**src/rtl/dpram_core_pkg.sv**
```systemverilog
// Shared constants, state encoding and helpers for the dual-port RAM multiply core.
package dpram_core_pkg;

   localparam logic [7:0] OFF_CTRL = 8'd0;
   localparam logic [7:0] OFF_A    = 8'd1;
   localparam logic [7:0] OFF_B    = 8'd2;
   localparam logic [7:0] OFF_RLO  = 8'd3;
   localparam logic [7:0] OFF_RHI  = 8'd4;

   localparam int BIT_START  = 0;
   localparam int BIT_BUSY   = 1;
   localparam int BIT_DONE   = 2;
   localparam int BIT_SIGNED = 3;

   localparam logic [15:0] ST_BUSY = 16'h0002;
   localparam logic [15:0] ST_DONE = 16'h0004;

   localparam logic [3:0] MUL_LAST = 4'd15;

   typedef enum logic [3:0] {
      S_IDLE,
      S_POLL,
      S_ACK,
      S_RD_A,
      S_RD_B,
      S_CAP_B,
      S_MUL,
      S_NEG,
      S_WR_LO,
      S_WR_HI,
      S_FIN
   } state_e;

   // Magnitude of a two's-complement word; 16'h8000 maps to 32768, which still fits unsigned.
   function automatic logic [15:0] mag16(input logic [15:0] v);
      return v[15] ? (~v + 16'd1) : v;
   endfunction

endpackage

```
**src/rtl/seq_mult16.sv**
```systemverilog
// 16x16 unsigned shift-add multiplier: a start pulse loads operands, done marks the last of 16 add cycles.
module seq_mult16
   import dpram_core_pkg::*;
(
   input  logic        clk,
   input  logic        resetq,
   input  logic        start,
   input  logic [15:0] a,
   input  logic [15:0] b,
   output logic        done,
   output logic [31:0] product
);

   logic [31:0] mcand_q, mcand_d;
   logic [15:0] mplier_q, mplier_d;
   logic [31:0] acc_q, acc_d;
   logic [3:0]  cnt_q, cnt_d;
   logic        run_q, run_d;

   always_comb begin
      mcand_d  = mcand_q;
      mplier_d = mplier_q;
      acc_d    = acc_q;
      cnt_d    = cnt_q;
      run_d    = run_q;
      if (start) begin
         mcand_d  = {16'h0000, a};
         mplier_d = b;
         acc_d    = '0;
         cnt_d    = '0;
         run_d    = 1'b1;
      end else if (run_q) begin
         if (mplier_q[0]) begin
            acc_d = acc_q + mcand_q;
         end
         mplier_d = mplier_q >> 1;
         mcand_d  = mcand_q << 1;
         // Counter holds at its last value rather than wrapping back to zero.
         if (cnt_q == MUL_LAST) begin
            run_d = 1'b0;
         end else begin
            cnt_d = cnt_q + 4'd1;
         end
      end
   end

   always_ff @(posedge clk or negedge resetq) begin
      if (!resetq) begin
         mcand_q  <= '0;
         mplier_q <= '0;
         acc_q    <= '0;
         cnt_q    <= '0;
         run_q    <= 1'b0;
      end else begin
         mcand_q  <= mcand_d;
         mplier_q <= mplier_d;
         acc_q    <= acc_d;
         cnt_q    <= cnt_d;
         run_q    <= run_d;
      end
   end

   assign done    = run_q && (cnt_q == MUL_LAST);
   assign product = acc_q;

endmodule

```
**src/rtl/dpram_mult_core.sv**
```systemverilog
// Port-2 RAM compute core: polls a control word, multiplies two operands, writes result and DONE back.
// Optional signed operation is enabled with `define DPRAM_MULT_SIGNED_EN.
module dpram_mult_core
   import dpram_core_pkg::*;
#(
   parameter int                DATA_W    = 16,
   parameter int                ADDR_W    = 8,
   parameter logic [ADDR_W-1:0] BASE_ADDR = 8'h00
) (
   input  logic              clk,
   input  logic              resetq,
   output logic [ADDR_W-1:0] addr,
   input  logic [DATA_W-1:0] d_in,
   output logic [DATA_W-1:0] d_out,
   output logic              rd,
   output logic              wr,
   output logic              busy
);

   state_e      state_q, state_d;
   logic        armed_q;
   logic        rd_prev_q;
   logic [15:0] a_q, a_d;

   logic        mult_start;
   logic [15:0] mult_a, mult_b;
   logic        mult_done;
   logic [31:0] mult_product;
   logic [31:0] result;

`ifdef DPRAM_MULT_SIGNED_EN
   logic        sgn_q, sgn_d;
   logic        neg_q, neg_d;
   logic [31:0] res_q, res_d;
`endif

   seq_mult16 u_mult (
      .clk     (clk),
      .resetq  (resetq),
      .start   (mult_start),
      .a       (mult_a),
      .b       (mult_b),
      .done    (mult_done),
      .product (mult_product)
   );

   // armed_q keeps rd low in the first IDLE after reset; rd_prev_q rejects a POLL whose read never issued.
   always_comb begin
      state_d    = state_q;
      a_d        = a_q;
      addr       = BASE_ADDR;
      d_out      = '0;
      rd         = 1'b0;
      wr         = 1'b0;
      busy       = 1'b0;
      mult_start = 1'b0;
      mult_a     = a_q;
      mult_b     = d_in;
      result     = mult_product;
`ifdef DPRAM_MULT_SIGNED_EN
      sgn_d      = sgn_q;
      neg_d      = neg_q;
      res_d      = res_q;
      if (sgn_q) begin
         result = res_q;
      end
`endif
      case (state_q)
         S_IDLE: begin
            rd      = armed_q;
            state_d = S_POLL;
         end
         S_POLL: begin
            if (rd_prev_q && d_in[BIT_START]) begin
`ifdef DPRAM_MULT_SIGNED_EN
               sgn_d = d_in[BIT_SIGNED];
`endif
               state_d = S_ACK;
            end else begin
               state_d = S_IDLE;
            end
         end
         S_ACK: begin
            wr      = 1'b1;
            busy    = 1'b1;
            d_out   = ST_BUSY;
            state_d = S_RD_A;
         end
         S_RD_A: begin
            rd      = 1'b1;
            busy    = 1'b1;
            addr    = BASE_ADDR + ADDR_W'(OFF_A);
            state_d = S_RD_B;
         end
         S_RD_B: begin
            rd      = 1'b1;
            busy    = 1'b1;
            addr    = BASE_ADDR + ADDR_W'(OFF_B);
            a_d     = d_in;
            state_d = S_CAP_B;
         end
         S_CAP_B: begin
            busy       = 1'b1;
            mult_start = 1'b1;
`ifdef DPRAM_MULT_SIGNED_EN
            neg_d = 1'b0;
            if (sgn_q) begin
               mult_a = mag16(a_q);
               mult_b = mag16(d_in);
               neg_d  = a_q[15] ^ d_in[15];
            end
`endif
            state_d = S_MUL;
         end
         S_MUL: begin
            busy = 1'b1;
            if (mult_done) begin
`ifdef DPRAM_MULT_SIGNED_EN
               state_d = sgn_q ? S_NEG : S_WR_LO;
`else
               state_d = S_WR_LO;
`endif
            end
         end
`ifdef DPRAM_MULT_SIGNED_EN
         S_NEG: begin
            busy    = 1'b1;
            res_d   = neg_q ? (~mult_product + 32'd1) : mult_product;
            state_d = S_WR_LO;
         end
`endif
         S_WR_LO: begin
            wr      = 1'b1;
            busy    = 1'b1;
            addr    = BASE_ADDR + ADDR_W'(OFF_RLO);
            d_out   = result[15:0];
            state_d = S_WR_HI;
         end
         S_WR_HI: begin
            wr      = 1'b1;
            busy    = 1'b1;
            addr    = BASE_ADDR + ADDR_W'(OFF_RHI);
            d_out   = result[31:16];
            state_d = S_FIN;
         end
         S_FIN: begin
            wr      = 1'b1;
            busy    = 1'b1;
            d_out   = ST_DONE;
            state_d = S_IDLE;
         end
         default: begin
            state_d = S_IDLE;
         end
      endcase
   end

   always_ff @(posedge clk or negedge resetq) begin
      if (!resetq) begin
         state_q   <= S_IDLE;
         armed_q   <= 1'b0;
         rd_prev_q <= 1'b0;
         a_q       <= '0;
`ifdef DPRAM_MULT_SIGNED_EN
         sgn_q     <= 1'b0;
         neg_q     <= 1'b0;
         res_q     <= '0;
`endif
      end else begin
         state_q   <= state_d;
         armed_q   <= 1'b1;
         rd_prev_q <= rd;
         a_q       <= a_d;
`ifdef DPRAM_MULT_SIGNED_EN
         sgn_q     <= sgn_d;
         neg_q     <= neg_d;
         res_q     <= res_d;
`endif
      end
   end

endmodule

```
**config.mk**
```make
export PLATFORM = sky130hd
export DESIGN_NAME = dpram_mult_core
export DESIGN_NICKNAME = d
export VERILOG_FILES = /design/src/rtl/dpram_core_pkg.sv /design/src/rtl/seq_mult16.sv /design/src/rtl/dpram_mult_core.sv
export SDC_FILE = /design/constraint.sdc
export NUM_CORES = 1
export LEC_CHECK = 0
export BUFFER_PORTS_ARGS = -buffer_cell sky130_fd_sc_hd__buf_4
export CAP_MARGIN = 20
export CELL_PAD_IN_SITES_DETAIL_PLACEMENT = 0
export CELL_PAD_IN_SITES_GLOBAL_PLACEMENT = 1
export CORE_MARGIN = 2
export CORE_UTILIZATION = 53
export CTS_BUF_LIST = sky130_fd_sc_hd__clkbuf_2 sky130_fd_sc_hd__clkbuf_4 sky130_fd_sc_hd__clkbuf_8
export CTS_CLUSTER_DIAMETER = 100
export DETAILED_ROUTE_END_ITERATION = 8
export GPL_ROUTABILITY_DRIVEN = 0
export PLACE_DENSITY_LB_ADDON = 0.1
export SLEW_MARGIN = 20
export SYNTH_ARGS = -nofsm -noshare
export SYNTH_HDL_FRONTEND = slang
export SYNTH_SLANG_ARGS = --single-unit
export TNS_END_PERCENT = 1
```
**constraint.sdc**
```tcl
create_clock -name clk -period 5.7 [get_ports clk]
set_clock_uncertainty 0.05 [all_clocks]
set_input_delay 0.855 -clock clk [delete_from_list [all_inputs] [get_ports clk]]
set_output_delay 0.855 -clock clk [all_outputs]
set_load 0.01 [all_outputs]
```
* Word-level counts from Yosys, hierarchy flattened *
Cells that the tools add are included.

storage, ports and cells
  flip-flop bits (word level) = 107
  output and inout port bits = 27
  logic and storage cells = 55

cells by class
  $add $sub $neg = 2
  equality and inequality tests = 12
  multiplexer cells = 22
  reductions and logical operators = 10

operators by type and width
  operator                                              number
  two-way mux 32 bit                                    5
  one-hot mux 16 bit (4 select lines)                   1
  one-hot mux 4 bit (9 select lines)                    1
  adder 32 bit                                          1
  two-way mux 16 bit                                    2
  equality test 4 bit (second input constant)           4
  two-way mux 4 bit                                     4
  equality test 4 x 3 -> 1 bit (second input constant)  3
  one-hot mux 3 bit (4 select lines)                    1
  equality test 4 x 2 -> 1 bit (second input constant)  2
  OR reduction 8 bit                                    1
  two-way mux 1 bit                                     6
  adder 4 x 1 -> 4 bit (second input constant)          1
  equality test 4 x 1 -> 1 bit (second input constant)  1
  zero test 4 bit                                       1
  inequality test 2 bit (second input constant)         2
  AND reduction 2 bit                                   2
  nonzero test 2 bit                                    2
  OR reduction 4 bit                                    1
  logical AND 1 bit                                     2
  two-way mux 2 bit                                     1
  one-hot mux 1 bit (2 select lines)                    1
  OR reduction 2 bit                                    1

* Logic depth before layout (Yosys ltp) *
  word-level depth = 4
  depth in mapped cells = 11
  mapped depth without buffers = 10

* Hierarchy *
From an unflattened synthesis, not the netlist that was laid out.

unflattened totals
  cells, all modules = 691
  area total of the unflattened synthesis = 6466.2 µm²

modules (own cells, without submodules)
  module           instances  cells each  area an instance (µm²)
  seq_mult16       1          582         5233.8
  dpram_mult_core  1          109         1232.4

* Worst setup path after synthesis *
No wires, ideal clock.

  path kind = reg2reg
  from = register u_mult.acc_q[0], in the netlist u_mult.product[0]
  to = register u_mult.acc_q[24], in the netlist u_mult.product[24]
  library setup time = 120 ps
  arrival = 2441 ps
  data required time = 5530 ps
  path slack = 3090 ps
  cell stages (with the launch flop) = 11
  period minus slack after synthesis = 2610 ps
  cell sequence = dfrtp_1 -> ha_1 -> fa_1 -> a211oi_1 -> o21bai_1 -> o211ai_1 -> nand4_1 -> and3_1 -> a31oi_1 -> mux2i_1 -> nor2_1

between the ends
  cells in the longest elaborated chain, start to end = 4

ends and longest elaborated chain
  element                 RTL line          RTL
  from (decl)             seq_mult16.sv:16  logic [31:0] acc_q, acc_d;
  from (signal assigned)  seq_mult16.sv:51  acc_q <= '0;
  from (signal assigned)  seq_mult16.sv:57  acc_q <= acc_d;
  adder 32 bit            seq_mult16.sv:34  acc_d = acc_q + mcand_q;
  two-way mux 32 bit      seq_mult16.sv:33  if (mplier_q[0]) begin
  two-way mux 32 bit      seq_mult16.sv:32  end else if (run_q) begin
  two-way mux 32 bit      seq_mult16.sv:26  if (start) begin

No other way between the ends. The select of a mux whose other input is x is not followed.
A chain may end at the register's enable or synchronous reset.

* Worst setup path after layout *
  from = register state_q[0]
  to = output port d_out[10]

between the ends
  cells in the longest elaborated chain, start to end = 2

ends and longest elaborated chain
  element                                                                     RTL line                RTL
  from (decl)                                                                 dpram_mult_core.sv:20   state_e state_q, state_d;
  from (signal assigned)                                                      dpram_mult_core.sv:170  state_q <= state_d;
  equality test 4 bit / equality test 4 x 2 -> 1 bit (equally long branches)  dpram_mult_core.sv:68   case (state_q)
  one-hot mux 16 bit (4 select lines) (*)                                     dpram_mult_core.sv:68
  to (decl)                                                                   dpram_mult_core.sv:14   output logic [DATA_W-1:0] d_out,

Mark *: on every way between the ends. The rest lies on a longest branch, timed or not.

==> out/metrics.csv <==
stage,metric,value,unit
worst_setup_path,CP Capture Type,output pin,
route,via count,5218,
yosys,"Avg Cell Area, Syn",9.19,um2
route,Detailed Routing Iterations Pass 1,5,
clocking,clk_lat worst skew,0.39,ns
finish,number of diodes,0,
worst_setup_path,Worst setup SP type,register,
timing,Slew headroom,39.0,%
yosys,post-synthesis instance total,710,
worst_setup_path,crit-path max FO,17,
route,drt wl/cell,17.7,um
yosys,async set-or-reset flop fraction in the synthesized netlist,100,%
worst_setup_path,"delay-heaviest family, CP",simple AND/OR/NAND/NOR gates,
power_and_ir_drop,P_leak,3.52,nW
grt,grt total ovfl,0,
finish,fin area,7050,um2
floorplan,initial core utilization,54.3,%
worst_setup_path,Setup CP Type,reg2out,
power_and_ir_drop,Max VDD drop,0.000465,V
clocking,post_cts resized,0,
worst_hold_path,worst hold path type,reg2reg,
finish,final cell count without fillers,869,
clocking,root buffer cell,clkbuf_8,
route,drt total wl,15400,um
yosys,largest family of logic cells by synthesized area,compound AO/OA/AOI/OAI gates,
floorplan,FP Rows,40,
grt,pin count of the biggest net entering global routing,71,
place,placed cell areas,6850,um2
timing,max frequency,302,MHz
timing,Tcrit/Tclk final,58.0,%
floorplan,io pins,45,
status,status,"complete, no violations",
finish,share of post-route cells with drive strength above 1,13.2,%
yosys,Post-Synth XOR/XNOR Area,2.01,%
clocking,maximum clock insertion buffer count,2,
yosys,mux share of post-synthesis cell area,10.5,%
place,HPWL after DPL,10600,um
floorplan,Die Footprint,13200,um2
place,placed cell count,853,
worst_setup_path,crit path buf inv count,1,
run,Max-cap violations,0,
worst_setup_path,WP data arrival,2.40,ns
route,DR vias/cell,6.00,
worst_setup_path,slowest library cell on the worst path,dfrtp_1,
grt,vias in the first global route,5071,
route,DR iter-0 viols,334,
timing,RSZ-0062 raised after global routing,false,
timing,setup violators final,0,
grt,initial antenna violation count,0,
floorplan,Core Area,12000,um2
grt,global-route wire length before repair,26100,um
yosys,Seq cells post-synth,107,
clocking,CTS tree,yes,
clocking,CTS buffer count,9,
timing,Final Hold Viols,0,
worst_setup_path,CP Cell Sequence,nand2b_1 -> nor2_2 -> a22o_1 -> buf_4,
yosys,Adder-Cell Fraction of Synth Area,6.44,%
finish,Filler cells,1089,
yosys,Post-synth EDFFs,0,
clocking,Worst-path clk slew,0.10,ns
yosys,Post-Syn Area,6530,um2
yosys,Synth Area in Simple Gates,16.5,%
clocking,Post-CTS Setup Repair Bufs,0,
place,DP Worst Slack,2.57,ns
timing,final worst-path setup slack,2.39,ns
finish,final net count,768,
yosys,Synth Area in Compound Gates,19.3,%
yosys,"Seq/Total Area, Yosys",41.0,%
power_and_ir_drop,Power per Cell Area,554,nW/um2
yosys,Main synth FF type,dfrtp_1,
timing,total negative slack,0,ns
worst_setup_path,Critical Path RT,4.80,ns
route,Final ANT Viol Nets,0,
worst_setup_path,Crit path largest cell delay,0.72,ns
yosys,Yosys cell types,58,
yosys,yosys warns,0,
floorplan,Chip Width,115,um
clocking,H-tree levels,3,
grt,Global Route Usage Sum,25.3,%
clocking,# hold bufs at CTS,0,
clocking,clock sinks,107,
place,buffers added on ports,39,
timing,min cycle time layout,3.31,ns
timing,Worst Max-Slew Pin Slew,0.915,ns
finish,area grow syn2layout,8.09,%
floorplan,Die Ht,115,um
power_and_ir_drop,Design Power,3.91,mW
route,# DRC,0,
timing,Max Slew Vio Count,0,
## final timing paths
path | start | end | slack [ns] | cells after the start
setup / recovery | state_q[0]$_DFFE_PN0P_ | d_out[10] | 2.39 | 4
hold / removal | a_q[9]$_DFFE_PN0P_ | u_mult.mcand_q[9]$_DFFE_PN0P_ | 0.43 | 2
setup reg to reg | u_mult.product[0]$_DFFE_PN0P_ | u_mult.product[24]$_DFFE_PN0P_ | 2.71 | 10
hold reg to reg | a_q[9]$_DFFE_PN0P_ | u_mult.mcand_q[9]$_DFFE_PN0P_ | 0.43 | 2
max in group asynchronous | resetq | u_mult.run_q$_DFF_PN0_ | 3.96 | 2
min in group asynchronous | resetq | u_mult.mcand_q[13]$_DFFE_PN0P_ | 0.55 | 1
## synthesized netlist by cell type (all sizes together) (9+ instances only)
cell / count / area (um2)
nand2: 76 / 285
nor2: 52 / 195
a21oi: 57 / 289
a211oi: 11 / 82.6
xnor2: 9 / 78.8
mux2i: 49 / 490
o21ai: 63 / 315
nand3: 32 / 165
nor3: 15 / 75.1
a22o: 15 / 131
ha: 32 / 400
mux2: 17 / 195
clkbuf: 41 / 154
a21o: 20 / 150
dfrtp: 107 / 2680
buf: 13 / 85.1
## routing by layer
metal / up-vias / part of all wire [%] / global-route usage, %
met5: - / 0 / 0
met3: 17 / 4.1 / 4.96
met4: 0 / 1.6 / 6.51
li1: 2569 / - / -
met2: 109 / 45 / 39.1
met1: 2523 / 49 / 36.7
## power breakdown
group / switching [mW] / internal [mW] / leakage, nW
clock network: 0.270 / 0.208 / 0.0961
logic: 1.14 / 0.851 / 2.07
registers: 0.341 / 1.09 / 1.36
total: 1.76 / 2.15 / 3.52
## worst register-to-register path, stage by stage (launching register included)
cell,delay [ns]
dfrtp_1,0.41
ha_1,0.24
fa_1,0.44
a211oi_1,0.33
o21bai_1,0.19
o211ai_1,0.25
nand4_1,0.21
and3_1,0.27
a31oi_1,0.23
mux2i_1,0.21
nor2_1,0.06
## layout make-up
class | count | area, um2 | area share (%)
Inverter | 7 | 26.3 | 0.373
Sequential cell | 107 | 2680 | 38.0
Timing Repair Buffer | 46 | 345 | 4.90
Tap cell | 147 | 184 | 2.61
Clock buffer | 10 | 131 | 1.86
Multi-Input combinational cell | 546 | 3620 | 51.4
Clock inverter | 6 | 63.8 | 0.905
## state kept, by name, indices dropped and copies added (netlist names)
name and cells:
u_mult.cnt_q 4, armed_q 1, state_q 4, u_mult.mcand_q 32, u_mult.mplier_q 16, u_mult.product 32, rd_prev_q 1, u_mult.run_q 1
a_q 16
## stage by stage
step	hold slack (ns)	utilization (%)
finish	0.435	58.7
CTS	0.442	58.6
global route	0.465	58.7
floorplan	0.396	-
global placement	0.409	57.0
detailed placement	0.418	57.0
## kinds of logic after synthesis
| kind of cell | count (synthesis) |
|---|---|
| mux | 66 |
| xor+xnor | 15 |
| simple gates | 226 |
| compound gates | 200 |
| flops | 107 |
| buf+inv | 61 |
| other cells | 2 |
| fa+ha+maj | 33 |
## layout by cell type (no fill, tap or decap), drive strengths merged, types with 10 or more instances in the layout
| cell type | count |
|---|---|
| dfrtp | 107 |
| mux2 | 17 |
| nand2 | 76 |
| a211oi | 11 |
| nor3 | 15 |
| buf | 46 |
| a21oi | 57 |
| nor2 | 52 |
| ha | 32 |
| clkbuf | 10 |
| o21ai | 63 |
| a21o | 20 |
| mux2i | 49 |
| nand3 | 32 |
| a22o | 15 |
Note: power is estimated with default switching activity, not from simulation.
